## src/rtl/rocketcpu_pkg.sv

```systemverilog
// rtl/rocketcpu_pkg.sv - shared constants and state encoding for the RocketCPU Wishbone initiator
package rocketcpu_pkg;

  typedef enum logic [2:0] {
    ST_IDLE  = 3'd0,
    ST_WDATA = 3'd1,
    ST_BUS   = 3'd2,
    ST_GAP   = 3'd3,
    ST_RSP   = 3'd4
  } wb_state_e;

  localparam logic [3:0]  WB_SEL_ALL     = 4'hF;
  localparam logic [31:0] WB_WORD_STRIDE = 32'd4;
  localparam logic [31:0] AUDIO_BASE     = 32'h1000_0000;
  localparam logic [31:0] STATUS_BASE    = 32'h1001_0000;

endpackage

```

## src/rtl/rocketcpu_wb_initiator.sv

```systemverilog
// rtl/rocketcpu_wb_initiator.sv - command/response stream to Wishbone classic single-beat bursts
// Optional ack timeout: ROCKETCPU_WB_TIMEOUT_EN
module rocketcpu_wb_initiator
  import rocketcpu_pkg::*;
#(
  parameter int LEN_W          = 8,
  parameter int TIMEOUT_CYCLES = 64
) (
  input  logic             i_wb_clk,
  input  logic             i_rst_n,
  input  logic             i_cmd_valid,
  output logic             o_cmd_ready,
  input  logic             i_cmd_we,
  input  logic [31:0]      i_cmd_adr,
  input  logic [LEN_W-1:0] i_cmd_len,
  input  logic             i_wdat_valid,
  output logic             o_wdat_ready,
  input  logic [31:0]      i_wdat,
  output logic             o_rsp_valid,
  input  logic             i_rsp_ready,
  output logic [31:0]      o_rsp_dat,
  output logic             o_rsp_err,
  output logic             o_rsp_last,
  output logic             o_busy,
  output logic [31:0]      o_wb_adr,
  output logic [31:0]      o_wb_dat,
  output logic [3:0]       o_wb_sel,
  output logic             o_wb_we,
  output logic             o_wb_cyc,
  input  logic [31:0]      i_wb_rdt,
  input  logic             i_wb_ack
);

  wb_state_e        state_q, state_d;
  logic             we_q, we_d;
  logic [31:0]      adr_q, adr_d;
  logic [LEN_W-1:0] cnt_q, cnt_d;
  logic [31:0]      wdat_q, wdat_d;
  logic [31:0]      rsp_dat_q, rsp_dat_d;
  logic             rsp_last_q, rsp_last_d;
  logic             rsp_err_q, rsp_err_d;
  logic             rsp_valid_q, rsp_valid_d;
  logic             cyc_q, cyc_d;
  logic             cmd_ready_q, cmd_ready_d;
  logic             wdat_ready_q, wdat_ready_d;
  logic             busy_q, busy_d;
  logic             timeout;

`ifdef ROCKETCPU_WB_TIMEOUT_EN
  localparam int WAIT_W = $clog2(TIMEOUT_CYCLES + 1);
  localparam logic [WAIT_W-1:0] WAIT_LAST = WAIT_W'(TIMEOUT_CYCLES - 1);

  logic [WAIT_W-1:0] wait_q, wait_d;

  assign timeout = (state_q == ST_BUS) && !i_wb_ack && (wait_q == WAIT_LAST);

  always_comb begin
    wait_d = '0;
    if (state_q == ST_BUS && !i_wb_ack) wait_d = wait_q + WAIT_W'(1);
  end

  always_ff @(posedge i_wb_clk) begin
    if (!i_rst_n) wait_q <= '0;
    else          wait_q <= wait_d;
  end
`else
  logic unused_timeout_cfg;
  assign timeout            = 1'b0;
  assign unused_timeout_cfg = (TIMEOUT_CYCLES != 0);
`endif

  always_comb begin
    state_d    = state_q;
    we_d       = we_q;
    adr_d      = adr_q;
    cnt_d      = cnt_q;
    wdat_d     = wdat_q;
    rsp_dat_d  = rsp_dat_q;
    rsp_last_d = rsp_last_q;
    rsp_err_d  = rsp_err_q;
    case (state_q)
      ST_IDLE: begin
        if (i_cmd_valid && cmd_ready_q) begin
          we_d    = i_cmd_we;
          adr_d   = i_cmd_adr;
          cnt_d   = i_cmd_len;
          state_d = i_cmd_we ? ST_WDATA : ST_BUS;
        end
      end
      ST_WDATA: begin
        if (i_wdat_valid && wdat_ready_q) begin
          wdat_d  = i_wdat;
          state_d = ST_BUS;
        end
      end
      ST_BUS: begin
        // Ack is honoured only here; late acks from a draining responder land in GAP and are dropped.
        if (i_wb_ack) begin
          rsp_dat_d = we_q ? 32'h0 : i_wb_rdt;
          adr_d     = adr_q + WB_WORD_STRIDE;
          state_d   = ST_GAP;
        end else if (timeout) begin
          rsp_dat_d = 32'h0;
          rsp_err_d = 1'b1;
          state_d   = ST_GAP;
        end
      end
      ST_GAP: begin
        if (rsp_err_q || !we_q || cnt_q == '0) begin
          rsp_last_d = rsp_err_q || (cnt_q == '0);
          state_d    = ST_RSP;
        end else begin
          cnt_d   = cnt_q - LEN_W'(1);
          state_d = ST_WDATA;
        end
      end
      ST_RSP: begin
        if (i_rsp_ready) begin
          rsp_err_d = 1'b0;
          if (rsp_last_q) begin
            state_d = ST_IDLE;
          end else begin
            cnt_d   = cnt_q - LEN_W'(1);
            state_d = ST_BUS;
          end
        end
      end
      default: state_d = ST_IDLE;
    endcase

    cyc_d        = (state_d == ST_BUS);
    cmd_ready_d  = (state_d == ST_IDLE);
    wdat_ready_d = (state_d == ST_WDATA);
    rsp_valid_d  = (state_d == ST_RSP);
    busy_d       = (state_d != ST_IDLE);
  end

  always_ff @(posedge i_wb_clk) begin
    if (!i_rst_n) begin
      state_q      <= ST_IDLE;
      we_q         <= 1'b0;
      adr_q        <= 32'h0;
      cnt_q        <= '0;
      wdat_q       <= 32'h0;
      rsp_dat_q    <= 32'h0;
      rsp_last_q   <= 1'b0;
      rsp_err_q    <= 1'b0;
      rsp_valid_q  <= 1'b0;
      cyc_q        <= 1'b0;
      cmd_ready_q  <= 1'b0;
      wdat_ready_q <= 1'b0;
      busy_q       <= 1'b0;
    end else begin
      state_q      <= state_d;
      we_q         <= we_d;
      adr_q        <= adr_d;
      cnt_q        <= cnt_d;
      wdat_q       <= wdat_d;
      rsp_dat_q    <= rsp_dat_d;
      rsp_last_q   <= rsp_last_d;
      rsp_err_q    <= rsp_err_d;
      rsp_valid_q  <= rsp_valid_d;
      cyc_q        <= cyc_d;
      cmd_ready_q  <= cmd_ready_d;
      wdat_ready_q <= wdat_ready_d;
      busy_q       <= busy_d;
    end
  end

  assign o_cmd_ready  = cmd_ready_q;
  assign o_wdat_ready = wdat_ready_q;
  assign o_rsp_valid  = rsp_valid_q;
  assign o_rsp_dat    = rsp_dat_q;
  assign o_rsp_err    = rsp_err_q;
  assign o_rsp_last   = rsp_last_q;
  assign o_busy       = busy_q;
  assign o_wb_adr     = adr_q;
  assign o_wb_dat     = wdat_q;
  assign o_wb_sel     = WB_SEL_ALL;
  assign o_wb_we      = we_q;
  assign o_wb_cyc     = cyc_q;

endmodule

```

## config.mk

```make
export PLATFORM = sky130hd
export DESIGN_NAME = rocketcpu_wb_initiator
export DESIGN_NICKNAME = d
export VERILOG_FILES = /design/src/rtl/rocketcpu_pkg.sv /design/src/rtl/rocketcpu_wb_initiator.sv
export SDC_FILE = /design/constraint.sdc
export NUM_CORES = 1
export LEC_CHECK = 0
export ABC_AREA = 0
export CAP_MARGIN = 20
export CELL_PAD_IN_SITES_DETAIL_PLACEMENT = 1
export CELL_PAD_IN_SITES_GLOBAL_PLACEMENT = 1
export CORE_ASPECT_RATIO = 0.75
export CORE_MARGIN = 1
export CORE_UTILIZATION = 44
export CTS_BUF_LIST = sky130_fd_sc_hd__clkbuf_8 sky130_fd_sc_hd__clkbuf_16
export DETAILED_ROUTE_END_ITERATION = 16
export DONT_BUFFER_PORTS = 1
export GPL_ROUTABILITY_DRIVEN = 0
export PLACE_DENSITY = 0.79
export SYNTH_ARGS = -nofsm -noshare
export SYNTH_HDL_FRONTEND = slang
export SYNTH_SLANG_ARGS = --single-unit
```

## constraint.sdc

```tcl
create_clock -name i_wb_clk -period 2.4 [get_ports i_wb_clk]
set_input_delay 0.48 -clock i_wb_clk [delete_from_list [all_inputs] [get_ports i_wb_clk]]
set_output_delay 0.48 -clock i_wb_clk [all_outputs]
set_load 0.05 [all_outputs]
```

==> results by group, run 1 <==
Outcome
  • Status: complete, no violations

Job
  • Max Cap Viol: 0

Routing
  • DR iter-0 viols: between 200 and 300
  • Vias: about 5.2k
  • Antenna viol nets, final: 0
  • DRT Pass-1 Iters: 4
  • Routed WL: 17100 microns
  • Vias per inst: 5.94
  • Wire per inst: 19.4 microns
  • Drc violations: 0

Yosys
  • Post-synthesis sequential area ratio: 42.7%
  • Synth async-reset ratio: 0%
  • Ranking of synthesized cells by area: dfxtp_1 (43%), a21oi_1 (9.1%), nand2_1 (7.9%)
  • Synth Cell Area: ~5300 sq um
  • Yosys reg bits: ~110
  • Synth top area share: between 40 and 50%
  • Syn Inst Count: 691
  • Syn_area_per_cell: a little under 8 sq um
  • Synth Warn #: 0
  • Netlist cell types: 60
  • Area leader, netlist: dfxtp_1
  • Number of synthesized flops with an enable pin: 0
  • Post-synth top flop: dfxtp_1

Pwr
  • LEAKAGE: 2.29 nW
  • Worst VDD drop: 522 uV
  • Combinational Power Share: 15.6%
  • Pwr Density: 925 nW/um^2
  • Internal: 4.18 mW
  • Total power: 5.90 mW
  • Sw Share: roughly 29%
  • Switching pwr: 1.72 mW
  • Clock network power share: 47.5%
  • Register share of total power: 36.9%

Setup path
  • Reg2Reg Depth: 7
  • Worst Setup Path Type: flip-flop to flip-flop
  • Arrival time worst endpoint: 2.52 ns
  • Max FO, Critical Path: 16
  • CP Launch Type: flip-flop
  • CP Capture Type: flip-flop
  • Critical Path RT: 2.72 ns

Hold path
  • Hold Path Cell Cnt: 1
  • Hold Crit Class: input port to flip-flop

CTS
  • Hold-fix buffers, CTS: 0
  • Clk Tree Root Cell: clkbuf_16
  • H-Tree Depth: 4
  • CTS Buffer Depth: 2
  • CTS buffer count: 17
  • Setup bufs post-CTS: 0
  • Clock net sink count: 114
  • # resized after CTS: 0
  • Clock latency on the worst-skew pair: 0.41 ns
  • Clock transition at path regs: 0.06 ns
  • CTS tree: done

Timing
  • Hold Violations, Final: 0
  • Skew final: 0.0108 ns
  • Setup violations, final: 0
  • Setup TNS: 0 ns
  • RSZ-0062 raised after global routing: false
  • F_max: roughly 0.45 GHz
  • Crit share post-route: 91.8%
  • WHS: 0.196 ns
  • Post-route minimum period: 2.20 ns
  • Final worst slack: 0.196 ns
  • Slew margin rel.: 39.2%
  • Fin. max-slew vios: 0
  • Worst-Margin Slew: 0.912 ns

Placement
  • Post-DP HPWL: 12200 microns
  • I/O Buffers: 0
  • Inst Count DP: 849
  • DP Worst Slack: 0.170 ns

Die
  • Chip height: 97.4 microns
  • DIE WIDTH: 129 microns
  • IO Count: between 200 and 250
  • Core area: 11700 sq um
  • Initial Util: 45.7%
  • Die Area: 12600 sq um
  • Rows: 34

GRT
  • GRT busiest layer: met2
  • Met3 global-route usage: 9.86%
  • Global Route met2 Usage: a little under half
  • All-Layer GR Usage: 28.2%
  • Initial antenna violation count: 0
  • Met1 Usage GRT: about a third
  • Global-route wire length before repair: 27800 microns
  • Largest net degree at the start of global routing: 66
  • Vias in the first global route: 5389
  • Gr ovfl total: 0

Final layout
  • Commonest cells after routing, fill and taps aside: dfxtp_1 (113), nand2_1 (111), a21oi_1 (97)
  • P&R area growth vs syn: 19.4%
  • Finished Layout Cells: 881
  • Layout cells sized above 1: 13.6%
  • Commonest non-fill, non-tap cell in the layout: dfxtp_1
  • Nets: 819
  • Antenna cells: 0
registers in the layout, summed over array words and instances, names as in the netlist, 3 cells and up:
signal	count
cnt_q	8
o_rsp_dat	32
o_wb_adr	32
o_wb_dat	32
state_q	3
worst max-delay path, stage by stage, from the launching register on:
cell and delay [ns]:
dfxtp_1 0.33, inv_1 0.10, ha_1 0.24, or4b_4 0.52, o41ai_4 0.28, o32a_4 0.35
a211oi_1 0.07, a211oi_1 0.22
cell families after synthesis:
group,count (synthesis),synth area share (%)
AO/OA/AOI/OAI,179,20.5
adder cells (fa/ha/maj),2,0.468
buffers and inverters,68,5.43
flip-flops,114,42.7
multiplexers,9,1.69
other,2,0.141
AND/OR/NAND/NOR,317,29.1
Yosys cell counts (all sizes together), types with 5 or more instances:
cell,number
a211oi,8
a21o,5
a21oi,99
and2,7
and3,9
and4,5
buf,14
clkbuf,46
dfxtp,114
inv,8
mux2i,9
nand2,112
nand3,29
nand4,11
nor2,68
nor3,21
nor3b,35
nor4,6
o21a,6
o21ai,19
o22ai,10
metrics by stage:
| stage | utilization (%) | area, sq um |
|---|---|---|
| floorplan | - | 5360 |
| global placement | 48.8 | 5710 |
| detailed placement | 48.8 | 5710 |
| CTS | 54.5 | 6370 |
| global route | 54.6 | 6380 |
| finish | 54.6 | 6380 |
layout make-up:
type / count / area, sq um
Multi-Input combinational cell: 512 / 2810
Timing Repair Buffer: 53 / 398
Fill cell: 1429 / 5320
Tap cell: 162 / 203
Inverter: 8 / 30.0
Sequential cell: 114 / 2280
Clock buffer: 19 / 453
Clock inverter: 13 / 206
routing by layer:
| layer | up-vias | wire [microns] |
|---|---|---|
| met3 | 28 | 1530 |
| met2 | 201 | 8090 |
| li1 | 2477 | - |
| met5 | - | 0 |
| met4 | 0 | 366 |
| met1 | 2523 | 7110 |
power groups by stage:
stage               clock (mW)  sequential (mW)  combinational, mW
finish                    2.80             2.18              0.922
global route              2.95             2.19              0.997
CTS                       2.85             2.18              0.918
detailed placement           0             2.21              0.911
global placement             0             2.21              0.874
floorplan                    0             2.42              0.454
worst paths after layout:
path / start / to / slack [ns]
max: cnt_q[1]$_SDFFE_PN0P_ / cnt_q[1]$_SDFFE_PN0P_ / 0.20
min: i_rst_n / o_wb_adr[27]$_SDFFE_PN0P_ / 0.20
max reg2reg: cnt_q[1]$_SDFFE_PN0P_ / cnt_q[1]$_SDFFE_PN0P_ / 0.20
min reg2reg: cnt_q[4]$_SDFFE_PN0P_ / cnt_q[4]$_SDFFE_PN0P_ / 0.55
Power figures use the tool's default switching activity.
==> run 2, diff against run 1 <==
--- a/config.mk
+++ b/config.mk
@@ -6,6 +6,7 @@
 export NUM_CORES = 1
 export LEC_CHECK = 0
 export ABC_AREA = 0
+export ABC_CLOCK_PERIOD_IN_PS = 2300
 export CAP_MARGIN = 20
 export CELL_PAD_IN_SITES_DETAIL_PLACEMENT = 1
 export CELL_PAD_IN_SITES_GLOBAL_PLACEMENT = 1
==> constraint.sdc (replaced) <==
create_clock -name i_wb_clk -period 2.3 [get_ports i_wb_clk]
set_input_delay 0.46 -clock i_wb_clk [delete_from_list [all_inputs] [get_ports i_wb_clk]]
set_output_delay 0.46 -clock i_wb_clk [all_outputs]
set_load 0.05 [all_outputs]
==> results by group, run 2 (synthesized netlist as in run 1, its figures left out) <==
Outcome
  • Status: complete, no violations

Placement
  • Post-DP HPWL: 11800 microns (-3.1%)
  • Placed Area: 5710 sq um (about the same)
  • I/O Buffers: 0 (unchanged)

Setup path
  • CP Cell Sequence: inv_1, ha_2, or4b_4, o41ai_4, o32a_4, buf_4, or3_1, a21oi_1
  • CP Launch Type: flip-flop
  • Slowest CP cell: or4b_4
  • Crit-path leading delay family: compound AO/OA/AOI/OAI gates
  • Worst Setup Path Type: flip-flop to flip-flop
  • Critical Path RT: 2.57 ns (-0.15 ns)
  • Worst Path Buf+Inv: 2 (+1)
  • CP Capture Type: flip-flop
  • Critical Path Max Stage Delay: 0.50 ns (-0.02 ns)
  • Max FO, Critical Path: 7 (-9)
  • Arrival time worst endpoint: 2.49 ns (-0.03 ns)

Pwr
  • Pwr Density: 906 nW/um^2 (-2.1%)
  • Switching pwr: 1.75 mW (+1.8%)
  • Clock network power share: 43.4% (-4.1 points)
  • Worst VDD drop: 561 uV (+7.4%)
  • Internal: 3.99 mW (-4.6%)
  • Register share of total power: 39.5% (+2.6 points)
  • Sw Share: 30.5% (+1.4 points)
  • LEAKAGE: 2.27 nW (-0.91%)
  • Combinational Power Share: 17.1% (+1.5 points)

Timing
  • Worst-Margin Slew: 0.642 ns (-0.270 ns)
  • Hold Violations, Final: 0 (unchanged)
  • Setup TNS: 0 ns (unchanged)
  • Setup violations, final: 0 (unchanged)
  • Fin. max-slew vios: 0 (unchanged)
  • Post-route minimum period: 2.22 ns (+0.0162 ns)
  • Slew margin rel.: 57.1% (+18 points)
  • F_max: 0.451 GHz (-0.73%)
  • Crit share post-route: 96.5% (+4.7 points)
  • Skew final: 0.0105 ns (-0.000336 ns)

GRT
  • Initial antenna violation count: 1 (+1)
  • Vias in the first global route: 5203 (-3.5%)
  • All-Layer GR Usage: 27.1% (-1.0 points)
  • Gr ovfl total: 0 (unchanged)
  • Global-route wire length before repair: 26700 microns (-3.8%)
  • Largest net degree at the start of global routing: 66 (unchanged)

Final layout
  • P&R area growth vs syn: 18.6%
  • Layout cells sized above 1: 14.0% (+0.38 points)
  • Commonest non-fill, non-tap cell in the layout: dfxtp_1
  • Commonest cells after routing, fill and taps aside: dfxtp_1 (113), nand2_1 (111), a21oi_1 (97)
  • Non-Filler Cell Area, Final: 6340 sq um (-0.71%)
  • Final core occ: 54.2% (-0.38 points)
  • Nets: 823 (+0.49%)

Routing
  • Vias: 5194 (-0.67%)
  • Wire per inst: 19.3 microns (-0.65%)
  • Routed WL: 17000 microns (-0.32%)
  • Drc violations: 0 (unchanged)
  • DR iter-0 viols: 293 (+14%)
  • Vias per inst: 5.88 (-1.0%)
  • DRT Pass-1 Iters: 4 (unchanged)
  • Antenna viol nets, final: 0 (unchanged)

CTS
  • CTS buffer count: 17 (unchanged)
  • Clock latency on the worst-skew pair: 0.40 ns (about the same)
  • CTS tree: done
  • Clock transition at path regs: 0.06 ns (about the same)
  • Clk Tree Root Cell: clkbuf_16
  • H-Tree Depth: 4 (unchanged)
  • Clock net sink count: 114 (unchanged)
  • CTS Buffer Depth: 2 (unchanged)

Job
  • Max Cap Viol: 0 (unchanged)

Die
  • Rows: 34 (unchanged)
  • Initial Util: 45.7% (unchanged)
  • Die Area: 12600 sq um (unchanged)
  • DIE WIDTH: 129 microns (unchanged)
  • Core area: 11700 sq um (unchanged)
  • Chip height: 97.4 microns (unchanged)
  • IO Count: 219 (unchanged)

Hold path
  • Hold Crit Class: input port to flip-flop
## run 2: power groups by stage
stage | Combinational [mW] | Clock (mW) | Sequential [mW]
after global routing | 1.06 | 2.64 | 2.28
after global placement | 0.913 | 0 | 2.30
after detailed placement | 0.949 | 0 | 2.31
final | 0.980 | 2.49 | 2.27
after floorplan | 0.474 | 0 | 2.52
after CTS | 0.953 | 2.54 | 2.27
## run 2: area by class of cell
cell class / count / area (sq um)
multi-input combinational: 513 / 2830
clock buffer: 18 / 439
inverter: 8 / 30.0
clock inverter: 12 / 119
antenna: 1 / 2.50
timing repair buffer: 56 / 433
fill: 1448 / 5360
tap: 162 / 203
sequential: 114 / 2280
## run 2: what timing repair did
action / in CTS / in global routing
setup buffers: 0 / 5
hold buffers: 0 / 0
resized for setup: 0 / 3
endpoints found under the setup margin: 0 / 9
## run 2: final timing paths
path | startpoint | end | slack (ns) | cells after the start
max reg2reg | cnt_q[1]$_SDFFE_PN0P_ | cnt_q[0]$_SDFFE_PN0P_ | 0.08 | 8
max | cnt_q[1]$_SDFFE_PN0P_ | cnt_q[0]$_SDFFE_PN0P_ | 0.08 | 8
min reg2reg | cnt_q[3]$_SDFFE_PN0P_ | cnt_q[3]$_SDFFE_PN0P_ | 0.52 | 2
min | i_wdat[10] | o_wb_dat[10]$_SDFFE_PN0P_ | 0.19 | 2
## run 2: metal layers
layer  track usage (%)  wire length [microns]
met1              32.6                   7170
met2              44.0                   8140
met3              9.64                   1450
met4              10.2                    289
met5                 0                      0
## run 2: metrics by stage
step	instances	power, mW	setup slack, ns	hold slack (ns)
after global placement	847	3.21	0.190	0.479
after floorplan	694	3.00	0.119	0.464
final	884	5.74	0.0803	0.195
after global routing	884	5.98	-0.0299	0.165
after detailed placement	847	3.25	0.0271	0.518
after CTS	877	5.76	0.00756	0.165
